==> src/rtl/level_pkg.sv <==
// Shared constants and FSM encoding for the level tile loader.
package level_pkg;

    localparam int NUM_TILES  = 64;
    localparam int TILE_IDX_W = 6;
    localparam int LEVEL_W    = 3;

    localparam logic [7:0] GOAL_CODE_DEFAULT = 8'h03;

    typedef enum logic [1:0] {
        ST_IDLE   = 2'd0,
        ST_PRIME  = 2'd1,
        ST_COPY   = 2'd2,
        ST_FINISH = 2'd3
    } load_state_t;

endpackage

==> src/rtl/level_tile_loader_rise_detect.sv <==
// Registered rising-edge pulse. The detector re-arms only after sig has been
// seen low, so a level held high across reset never fires a pulse.
module rise_detect (
    input  logic Clk,
    input  logic Reset,
    input  logic sig,
    output logic pulse
);

    logic prev_q;
    logic armed_q;

    // NOTE: sequential state uses non-blocking assignments so every register samples pre-edge values.
    always_ff @(posedge Clk or posedge Reset) begin
        if (Reset) begin
            prev_q  <= 1'b0;
            armed_q <= 1'b0;
            pulse   <= 1'b0;
        end else begin
            prev_q  <= sig;
            armed_q <= armed_q | ~sig;
            pulse   <= sig & ~prev_q & armed_q;
        end
    end

endmodule

==> src/rtl/level_tile_loader.sv <==
// Copies one 64-tile level from the level ROM into tile RAM on a start edge,
// counting goal tiles; one further request may be queued while busy.
module level_tile_loader
    import level_pkg::*;
#(
    parameter int                TILE_W    = 8,
    parameter logic [TILE_W-1:0] GOAL_CODE = TILE_W'(GOAL_CODE_DEFAULT)
) (
    input  logic                          Clk,
    input  logic                          Reset,
    input  logic                          start,
    input  logic [LEVEL_W-1:0]            level_sel,
    output logic [LEVEL_W+TILE_IDX_W-1:0] rom_addr,
    input  logic [TILE_W-1:0]             rom_data,
    output logic                          ram_we,
    output logic [TILE_IDX_W-1:0]         ram_addr,
    output logic [TILE_W-1:0]             ram_wdata,
    output logic                          busy,
    output logic                          done,
    output logic [6:0]                    goal_count
);

    load_state_t          state_q;
    logic [LEVEL_W-1:0]   lvl_q;
    logic                 pending_q;
    logic [6:0]           goal_cnt_q;
    logic                 start_pulse;
    logic                 goal_hit;
    logic [TILE_IDX_W-1:0] rd_idx_next;

    rise_detect u_start_edge (
        .Clk   (Clk),
        .Reset (Reset),
        .sig   (start),
        .pulse (start_pulse)
    );

    // The tile being written this cycle is the one that counts toward the goal total.
    assign goal_hit    = (ram_wdata == GOAL_CODE);
    assign rd_idx_next = rom_addr[TILE_IDX_W-1:0] + TILE_IDX_W'(1);

    always_ff @(posedge Clk or posedge Reset) begin
        if (Reset) begin
            state_q    <= ST_IDLE;
            lvl_q      <= '0;
            pending_q  <= 1'b0;
            goal_cnt_q <= '0;
            rom_addr   <= '0;
            ram_we     <= 1'b0;
            ram_addr   <= '0;
            ram_wdata  <= '0;
            busy       <= 1'b0;
            done       <= 1'b0;
            goal_count <= '0;
        end else begin
            done <= 1'b0;

            // Only one request can be queued; later edges while queued are dropped.
            if (state_q != ST_IDLE && start_pulse)
                pending_q <= 1'b1;

            case (state_q)
                ST_IDLE: begin
                    if (start_pulse || pending_q) begin
                        state_q   <= ST_PRIME;
                        pending_q <= 1'b0;
                        lvl_q     <= level_sel;
                        rom_addr  <= {level_sel, {TILE_IDX_W{1'b0}}};
                        busy      <= 1'b1;
                    end
                end
                ST_PRIME: begin
                    state_q    <= ST_COPY;
                    goal_cnt_q <= '0;
                    ram_we     <= 1'b1;
                    ram_addr   <= '0;
                    ram_wdata  <= rom_data;
                    rom_addr   <= {lvl_q, rd_idx_next};
                end
                ST_COPY: begin
                    goal_cnt_q <= goal_cnt_q + {6'd0, goal_hit};
                    if (ram_addr == TILE_IDX_W'(NUM_TILES - 1)) begin
                        state_q    <= ST_FINISH;
                        ram_we     <= 1'b0;
                        busy       <= 1'b0;
                        done       <= 1'b1;
                        goal_count <= goal_cnt_q + {6'd0, goal_hit};
                    end else begin
                        ram_addr  <= ram_addr + TILE_IDX_W'(1);
                        ram_wdata <= rom_data;
                        rom_addr  <= {lvl_q, rd_idx_next};
                    end
                end
                ST_FINISH: begin
                    state_q <= ST_IDLE;
                end
                default: begin
                    state_q <= ST_IDLE;
                end
            endcase
        end
    end

endmodule

==> config.mk <==
export PLATFORM = sky130hd
export DESIGN_NAME = level_tile_loader
export DESIGN_NICKNAME = d
export VERILOG_FILES = /design/src/rtl/level_pkg.sv /design/src/rtl/level_tile_loader_rise_detect.sv /design/src/rtl/level_tile_loader.sv
export SDC_FILE = /design/constraint.sdc
export NUM_CORES = 1
export LEC_CHECK = 0
export ABC_AREA = 1
export BUFFER_PORTS_ARGS = -buffer_cell sky130_fd_sc_hd__buf_2
export CORE_MARGIN = 1
export CORE_UTILIZATION = 45
export DETAILED_ROUTE_END_ITERATION = 12
export PLACE_DENSITY = 0.66
export SLEW_MARGIN = 10
export SYNTH_ARGS = -nofsm -noshare
export SYNTH_HDL_FRONTEND = slang
export SYNTH_HIERARCHICAL = 1
export SYNTH_SLANG_ARGS = --single-unit
==> constraint.sdc <==
create_clock -name Clk -period 2.21 [get_ports Clk]
set_input_delay 0.3315 -clock Clk [delete_from_list [all_inputs] [get_ports Clk]]
set_output_delay 0.3315 -clock Clk [all_outputs]
set_load 0.01 [all_outputs]
==> flow_summary.ini, run 1 <==
[outcome]
outcome = finished, final reports clean

[yosys]
syn_nets = 287
ys_ff_latch = 49
synth_area_leaders = dfrtp_1 54%, nand2_1 18%, o21ai_0 4.2%
synth-simple-area-share = 0.265
synth_compound_area_frac = 0.0671
syn_avg_cell_area_sq_um = 8.56
synthDistinctLibCells = 25
ys_seq_area_frac = 0.539
ys_warn_count = 6
synth_adder_area_share = 0.0385
synthMuxAreaShare = 0.0132
yosysTopAreaCellShare = 0.539
synth_top_family_by_area = simple AND/OR/NAND/NOR gates
synth_area_sq_um = 2280
syn_inst = 266
synth_xor_area_frac = 0.0154
synth_top_area_cell = dfrtp_1

[floorplanning]
initial_core_util = 0.476
die_h_microns = 73.1
num_rows = 25
dieArea_sq_um = 5350
die_x_microns = 73.1
coreArea_sq_um = 4790
ios = 47

[clocking]
cts_tree = done
cts_buffers = 5
cts.htree.levels = 2
ctsLongestPathBuffers = 2
clk_latency_ns = 0.30
clock-sinks = 49
clkTransAtPathRegs_ns = 0.08
cts_root_buffer = clkbuf_8

[drt]
drc = 0
drt-total-wl_mm = 4.42
avgViaCountPerCell = 4.74
dr.pass1.iters = 4
vias = 1830
dr.first_iter.drc_count = 63
wl_per_cell_microns = 11.5
ant_nets = 0

[sta]
fmax_ghz = 0.512
finClkSkew_ns = 0.00539
slew_violations = 0
hold_slack_ns = 0.168
setup_viol = 0
rsz0062_at_grt = false
max_slew.worst_pin.slew_ns = 0.541
fin_crit_ns = 1.95
relSlewSlack = 0.639
tns_ns = 0
post-route-period-util = 0.884
hold_viol_final = 0

[placement]
post_dp_cell_area_sq_um = 2580
place_congestion = 0.810
dpl.cell_count = 378
hpwl_mm = 3.16
place.port_buffers = 46

[setup_path]
crit_path_frequent_cell = nand2_1
cp-start-kind = flop
required_ns = 2.40
path_cells = or2_2, nor4_2, ha_1, ha_1, nand2_1, inv_1, nand3_1, nand2_1, nand2_1, nand2_1, o21ai_0
slowest_stage = dfrtp_1
path_class = reg2reg
critical_path.max_stage_delay_ns = 0.41
arrival_ns = 2.14
worst-path-max-fanout = 3
end_kind = flop

[power]
p_leak_nw = 1.52
power.total_mw = 3.08
p_per_area_nw_per_um2 = 1150
vdd_ir_drop_max_mv = 0.707

[global_routing]
gr-total-overflow = 0
grt_pass1_wl_mm = 7.62
antenna_found_initial = 0
grt_max_degree = 26
grt_pass1_vias = 1713
grtUsageTotal = 0.188

[finish]
mostFrequentLayoutCells = 110 x nand2_1, 49 x dfrtp_1, 46 x buf_2
antenna_cells = 0
finalNetCount = 340
final_area_sq_um = 2680
mostFrequentLayoutCell = nand2_1
final_cells = 386
drive_gt1_frac = 0.213
area_growth_pct = 17.9

[worst_hold_path]
hold_class = in2reg

[flow_run]
max_cap_violations = 0
[worst max-delay path: cells and delay by family (launching register included)]
family	cells	cell delay, ns
fa+ha+maj	2	0.38
buf+inv	1	0.09
compound gates	1	0.07
flops	1	0.41
simple gates	7	0.89
[routing by layer]
layer | part of all wire | vias to the layer above | routed length (microns) | global-route usage
met3 | 0.040 | 7 | 178 | 0.0290
met4 | 0.017 | 0 | 77 | 0.0806
met5 | 0 | - | 0 | 0
met2 | 0.45 | 47 | 1980 | 0.284
li1 | - | 938 | - | -
met1 | 0.49 | 838 | 2180 | 0.268
[cells by family (layout without fill, tap and decap cells)]
family | count (synthesis) | count (layout)
compound gates | 27 | 27
fa+ha+maj | 7 | 7
mux | 3 | 3
buf+inv | 32 | 85
simple gates | 144 | 144
flops | 49 | 49
xor+xnor | 4 | 4
[stage by stage]
step	setup WS (ns)	util
2_1_floorplan	0.402	-
3_3_place_gp	0.266	0.539
3_5_place_dp	0.128	0.539
4_1_cts	0.101	0.559
5_1_grt	0.0434	0.561
6_report	0.257	0.561
[state kept, by name, indices dropped and copies added (netlist names), 2 cells and up]
register,count
ram_wdata,8
goal_cnt_q,7
goal_count,7
ram_addr,6
lvl_q,3
state_q,2
rom_addr,9
[timing repair]
action	4_1_cts	5_1_grt
resized for setup	0	1
hold endpoints to repair	3	0
setup buffers	0	0
setup endpoints to repair	0	2
hold buffers	1	0
[path summary, 6_finish.rpt]
kind,slack [ns],depth (start not counted),end,start
max reg2reg,0.26,11,goal_cnt_q[6],ram_wdata[2]
max in group asynchronous,1.00,4,ram_addr[4],Reset
min reg2reg,0.41,1,u_start_edge/pulse,u_start_edge/prev_q
min,0.17,1,u_start_edge/prev_q,start
max,0.26,11,goal_cnt_q[6],ram_wdata[2]
min in group asynchronous,0.46,3,u_start_edge/prev_q,Reset
[report_power, final]
| group | internal [mW] | switching [mW] |
|---|---|---|
| Clock | 0.248 | 0.270 |
| Sequential | 1.11 | 0.164 |
| Combinational | 0.448 | 0.841 |
[cell type report]
cell class | count | area (sq um)
clock buffers | 7 | 86.3
fillers | 470 | 2100
inverters | 27 | 101
multi-input cells | 185 | 915
flip-flops and latches | 49 | 1230
well taps | 67 | 83.8
repair buffers | 51 | 270
[Yosys cell counts]
library cell / number
nand2_1: 110
inv_2: 2
buf_2: 1
inv_1: 25
xor2_1: 4
or2_2: 2
nand3_1: 12
nand2_2: 2
clkbuf_2: 1
nand3_2: 1
ha_1: 7
buf_6: 2
a21oi_1: 2
mux2i_1: 3
nor2_1: 10
nand4_1: 3
nor2_2: 2
dfrtp_1: 49
o21ai_0: 19
o21bai_1: 3
nor4_1: 1
nand2_8: 1
buf_4: 1
a22o_1: 2
o211ai_1: 1
No activity file was read; power rests on OpenSTA's default activity.
==> run 2, diff against run 1 <==
--- a/config.mk
+++ b/config.mk
@@ -11,6 +11,7 @@
 export CORE_UTILIZATION = 45
 export DETAILED_ROUTE_END_ITERATION = 12
 export PLACE_DENSITY = 0.66
+export RECOVER_POWER = 50
 export SLEW_MARGIN = 10
 export SYNTH_ARGS = -nofsm -noshare
 export SYNTH_HDL_FRONTEND = slang
==> flow_summary.ini, run 2 (synthesis gave the netlist of run 1 again) <==
[finish]
mostFrequentLayoutCell = nand2_1
largest_reg_flops = 9
regMostFlops = rom_addr
final_area_sq_um = 2640
mostFrequentLayoutCells = 110 x nand2_1, 49 x dfrtp_1, 37 x clkbuf_1
top_regs = rom_addr: 9 flops, ram_wdata: 8 flops
drive_gt1_frac = 0.0972
area_growth_pct = 15.8
finalNetCount = 340
antenna_cells = 0
fill_cells = 484

[placement]
place.port_buffers = 46
hpwl_mm = 3.16
post_dp_cell_area_sq_um = 2580
place_congestion = 0.810

[floorplanning]
die_h_microns = 73.1
num_rows = 25
initial_core_util = 0.476
coreArea_sq_um = 4790
ios = 47
dieArea_sq_um = 5350
die_x_microns = 73.1

[drt]
drc = 0
ant_nets = 0
dr.pass1.iters = 4
wl_per_cell_microns = 11.5
dr.first_iter.drc_count = 50
vias = 1832
avgViaCountPerCell = 4.75
drt-total-wl_mm = 4.45

[setup_path]
path_class = reg2reg
path_cells = or2_2, nor4_2, ha_1, ha_1, nand2_1, inv_1, nand3_1, nand2_1, nand2_1, nand2_1, o21ai_0
crit_path_frequent_cell = nand2_1
arrival_ns = 2.14
worst-path-max-fanout = 3
end_kind = flop
slowest_stage = dfrtp_1
critical_path.max_stage_delay_ns = 0.41
required_ns = 2.39
cp-start-kind = flop

[clocking]
ctsLongestPathBuffers = 2
cts_buffers = 5
cts_root_buffer = clkbuf_8
cts.htree.levels = 2
clock-sinks = 49
clk_latency_ns = 0.29
cts_tree = done
clkTransAtPathRegs_ns = 0.08

[sta]
fmax_ghz = 0.512
fin_crit_ns = 1.95
post-route-period-util = 0.883
hold_viol_final = 0
relSlewSlack = 0.356
finClkSkew_ns = 0.00515
rsz0062_at_grt = false
max_slew.worst_pin.slew_ns = 0.964
tns_ns = 0
slew_violations = 0
setup_viol = 0

[global_routing]
grt_pass1_wl_mm = 7.62
grtUsageTotal = 0.188
grt_pass1_vias = 1713
grt_max_degree = 26
antenna_found_initial = 0
gr-total-overflow = 0

[flow_run]
max_cap_violations = 0

[power]
p_per_area_nw_per_um2 = 1160
vdd_ir_drop_max_mv = 0.681
p_leak_nw = 1.39

[worst_hold_path]
hold_class = in2reg

[outcome]
outcome = finished, final reports clean
## run 2: what timing repair did
action                                 4_1_cts  5_1_grt
setup endpoints to repair                    0        2
gates resized for setup                      0        1
endpoints found under the hold margin        3        0
setup buffers                                0        0
hold buffers                                 1        0
## run 2: final timing paths
check | end | depth (start not counted) | slack, ns | start
min reg2reg | u_start_edge/pulse | 1 | 0.41 | u_start_edge/prev_q
max reg2reg | goal_cnt_q[6] | 11 | 0.26 | ram_wdata[2]
max in group asynchronous | state_q[0] | 4 | 0.45 | Reset
min in group asynchronous | u_start_edge/prev_q | 3 | 0.44 | Reset
min | u_start_edge/prev_q | 1 | 0.18 | start
max | goal_cnt_q[6] | 11 | 0.26 | ram_wdata[2]
## run 2: worst max-delay path: cells and delay by family (launching register included)
family	cells	cell delay, ns
AOI/OAI and AO/OA	1	0.07
adders and majority gates	2	0.38
DFF	1	0.41
buffers and inverters	1	0.09
and+or+nand+nor	7	0.89
## run 2: cell type report
cell class | count | area, sq um | share of cell area
multi-input cells | 185 | 915 | 0.347
inverters | 27 | 101 | 0.0385
clock buffers | 7 | 86.3 | 0.0328
flip-flops and latches | 49 | 1230 | 0.465
repair buffers | 51 | 223 | 0.0845
well taps | 67 | 83.8 | 0.0318
## run 2: through the flow
stage	power [mW]	util	std cells	worst slack, ns	hold WS, ns
floorplan	2.20	-	266	0.402	0.0851
global placement	2.55	0.539	378	0.266	0.214
detailed placement	2.57	0.539	378	0.128	0.220
CTS	3.10	0.559	386	0.101	0.160
global route	3.31	0.551	386	0.0408	0.169
finish	3.05	0.551	386	0.258	0.181
## run 2: layer usage
layer | GRT usage | part of all wire | wire length, microns
met2 | 0.284 | 0.44 | 1980
met5 | 0 | 0 | 0
met3 | 0.0290 | 0.042 | 187
met4 | 0.0806 | 0.017 | 77
met1 | 0.268 | 0.50 | 2210
## run 2: power by group
part	leakage (nW)	internal (mW)	switching [mW]
combinational	0.706	0.409	0.842
clock	0.0443	0.248	0.268
sequential	0.635	1.11	0.167
==> run 3, diff against run 2 <==
--- a/config.mk
+++ b/config.mk
@@ -10,6 +10,7 @@
 export CORE_MARGIN = 1
 export CORE_UTILIZATION = 45
 export DETAILED_ROUTE_END_ITERATION = 12
+export GPL_TIMING_DRIVEN = 0
 export PLACE_DENSITY = 0.66
 export RECOVER_POWER = 50
 export SLEW_MARGIN = 10
==> flow_summary.ini, run 3 (synthesis gave the netlist of run 1 again) <==
[finish]
mostFrequentLayoutCells = 110 x nand2_1, 49 x dfrtp_1, 33 x buf_2
finalNetCount = 342
regMostFlops = rom_addr
antenna_cells = 0
top_regs = rom_addr: 9 flops, ram_wdata: 8 flops
fill_cells = 453
largest_reg_flops = 9
mostFrequentLayoutCell = nand2_1
drive_gt1_frac = 0.174
multi_input_area_sq_um = 915
regArea_sq_um = 1230
area_growth_pct = 19.1
final_util = 0.566

[global_routing]
grt_pass1_wl_mm = 7.14
busiest_layer = met2
gr-total-overflow = 0
grt_max_degree = 39
grtUsageTotal = 0.177
antenna_found_initial = 0
grtUsageMet1 = 0.234
grt_pass1_vias = 1582
met2_usage = 0.273
use_met3 = 0.0497

[setup_path]
worst-path-max-fanout = 3
path_class = reg2reg
required_ns = 2.40
slowest_stage = dfrtp_1
path_cells = or2_2, nor4_2, ha_1, ha_1, nand2_1, inv_1, nand3_1, nand2_1, nand2_1, nand2_1, o21ai_0
cp-start-kind = flop
end_kind = flop
crit_path_frequent_cell = nand2_1
critical_path.max_stage_delay_ns = 0.41
arrival_ns = 2.17

[drt]
ant_nets = 0
drt-total-wl_mm = 4.23
drc = 0
avgViaCountPerCell = 4.60
dr.first_iter.drc_count = 57
vias = 1789
wl_per_cell_microns = 10.9
dr.pass1.iters = 4

[placement]
dp_slack_ns = 0.0998
place_congestion = 0.752
hpwl_mm = 3.04
place.port_buffers = 46

[sta]
rsz0062_at_grt = false
post-route-period-util = 0.895
hold_viol_final = 0
fin_crit_ns = 1.98
setup_viol = 0
tns_ns = 0
setup_ws_ns = 0.232
finClkSkew_ns = 0.00969
max_slew.worst_pin.slew_ns = 0.920
slew_violations = 0
fmax_ghz = 0.505
relSlewSlack = 0.387

[flow_run]
max_cap_violations = 0

[power]
p_per_area_nw_per_um2 = 1190
p_sw_mw = 1.27
p_leak_nw = 1.49
internal_power_mw = 1.95
p_comb_frac = 0.402
power.total_mw = 3.23
power.share.clock = 0.205
vdd_ir_drop_max_mv = 0.587
switching_share = 0.395
power_frac_seq = 0.394

[clocking]
cts_buffers = 5
cts_root_buffer = clkbuf_8
clock-sinks = 49
ctsLongestPathBuffers = 2
post_cts_buffers = 0
clkTransAtPathRegs_ns = 0.09
cts.htree.levels = 2
cts_tree = done
clk_latency_ns = 0.31

[floorplanning]
die_h_microns = 73.1
num_rows = 25
coreArea_sq_um = 4790
ios = 47
initial_core_util = 0.476
dieArea_sq_um = 5350
die_x_microns = 73.1

[outcome]
outcome = finished, final reports clean

[worst_hold_path]
hold_class = in2reg
[run 3: changes by cell type in the layout (fill, tap and decap cells not counted), sizes merged]
| cell | before | now |
|---|---|---|
| bufinv | 0 | 1 |
| clkbuf | 43 | 23 |
| buf | 14 | 36 |
[run 3: worst paths after layout]
kind | start | cells after the start | end | slack (ns)
worst max-delay path | ram_wdata[2] | 11 | goal_cnt_q[6] | 0.23
worst min-delay path | start | 1 | u_start_edge/prev_q | 0.17
worst max register to register | ram_wdata[2] | 11 | goal_cnt_q[6] | 0.23
worst min register to register | u_start_edge/prev_q | 1 | u_start_edge/pulse | 0.41
max in group asynchronous | Reset | 4 | pending_q | 0.52
min in group asynchronous | Reset | 3 | u_start_edge/pulse | 0.42
[run 3: power by group through the flow]
stage / clock network [mW] / logic (mW) / registers (mW)
detailed placement: 0 / 1.32 / 1.28
global placement: 0 / 1.30 / 1.28
floorplan: 0 / 0.871 / 1.33
CTS: 0.679 / 1.33 / 1.27
finish: 0.661 / 1.30 / 1.27
global route: 0.717 / 1.48 / 1.30
[run 3: cell type report]
class | instances | area share
tap | 67 | 0.0309
buffer | 5 | 0.0148
inverter | 27 | 0.0374
multi-input combinational | 185 | 0.337
sequential | 49 | 0.452
timing repair buffer | 48 | 0.0840
clock buffer | 7 | 0.0319
clock inverter | 1 | 0.0111
[run 3: worst max-delay path, delay by kind of cell (launching register included)]
family	cells	cell delay, ns
simple gates	7	0.90
flops	1	0.41
fa+ha+maj	2	0.39
buf+inv	1	0.10
compound gates	1	0.07
[run 3: layer usage]
layer  up-vias  share of wire
met5         -              0
met4         0          0.018
met3         8          0.049
met2        43           0.43
met1       797           0.50
li1        941              -
[run 3: metrics by stage]
step	instances	hold slack, ns	cell area [sq um]
global route	389	0.160	2710
finish	389	0.174	2710
detailed placement	380	0.218	2610
floorplan	266	0.0851	2280
CTS	389	0.158	2740
global placement	379	0.206	2590
[run 3: repair_timing]
| item | CTS | global route |
|---|---|---|
| resized for setup | 0 | 1 |
| hold buffers | 1 | 0 |
| setup endpoints to repair | 0 | 4 |
| endpoints found under the hold margin | 11 | 0 |
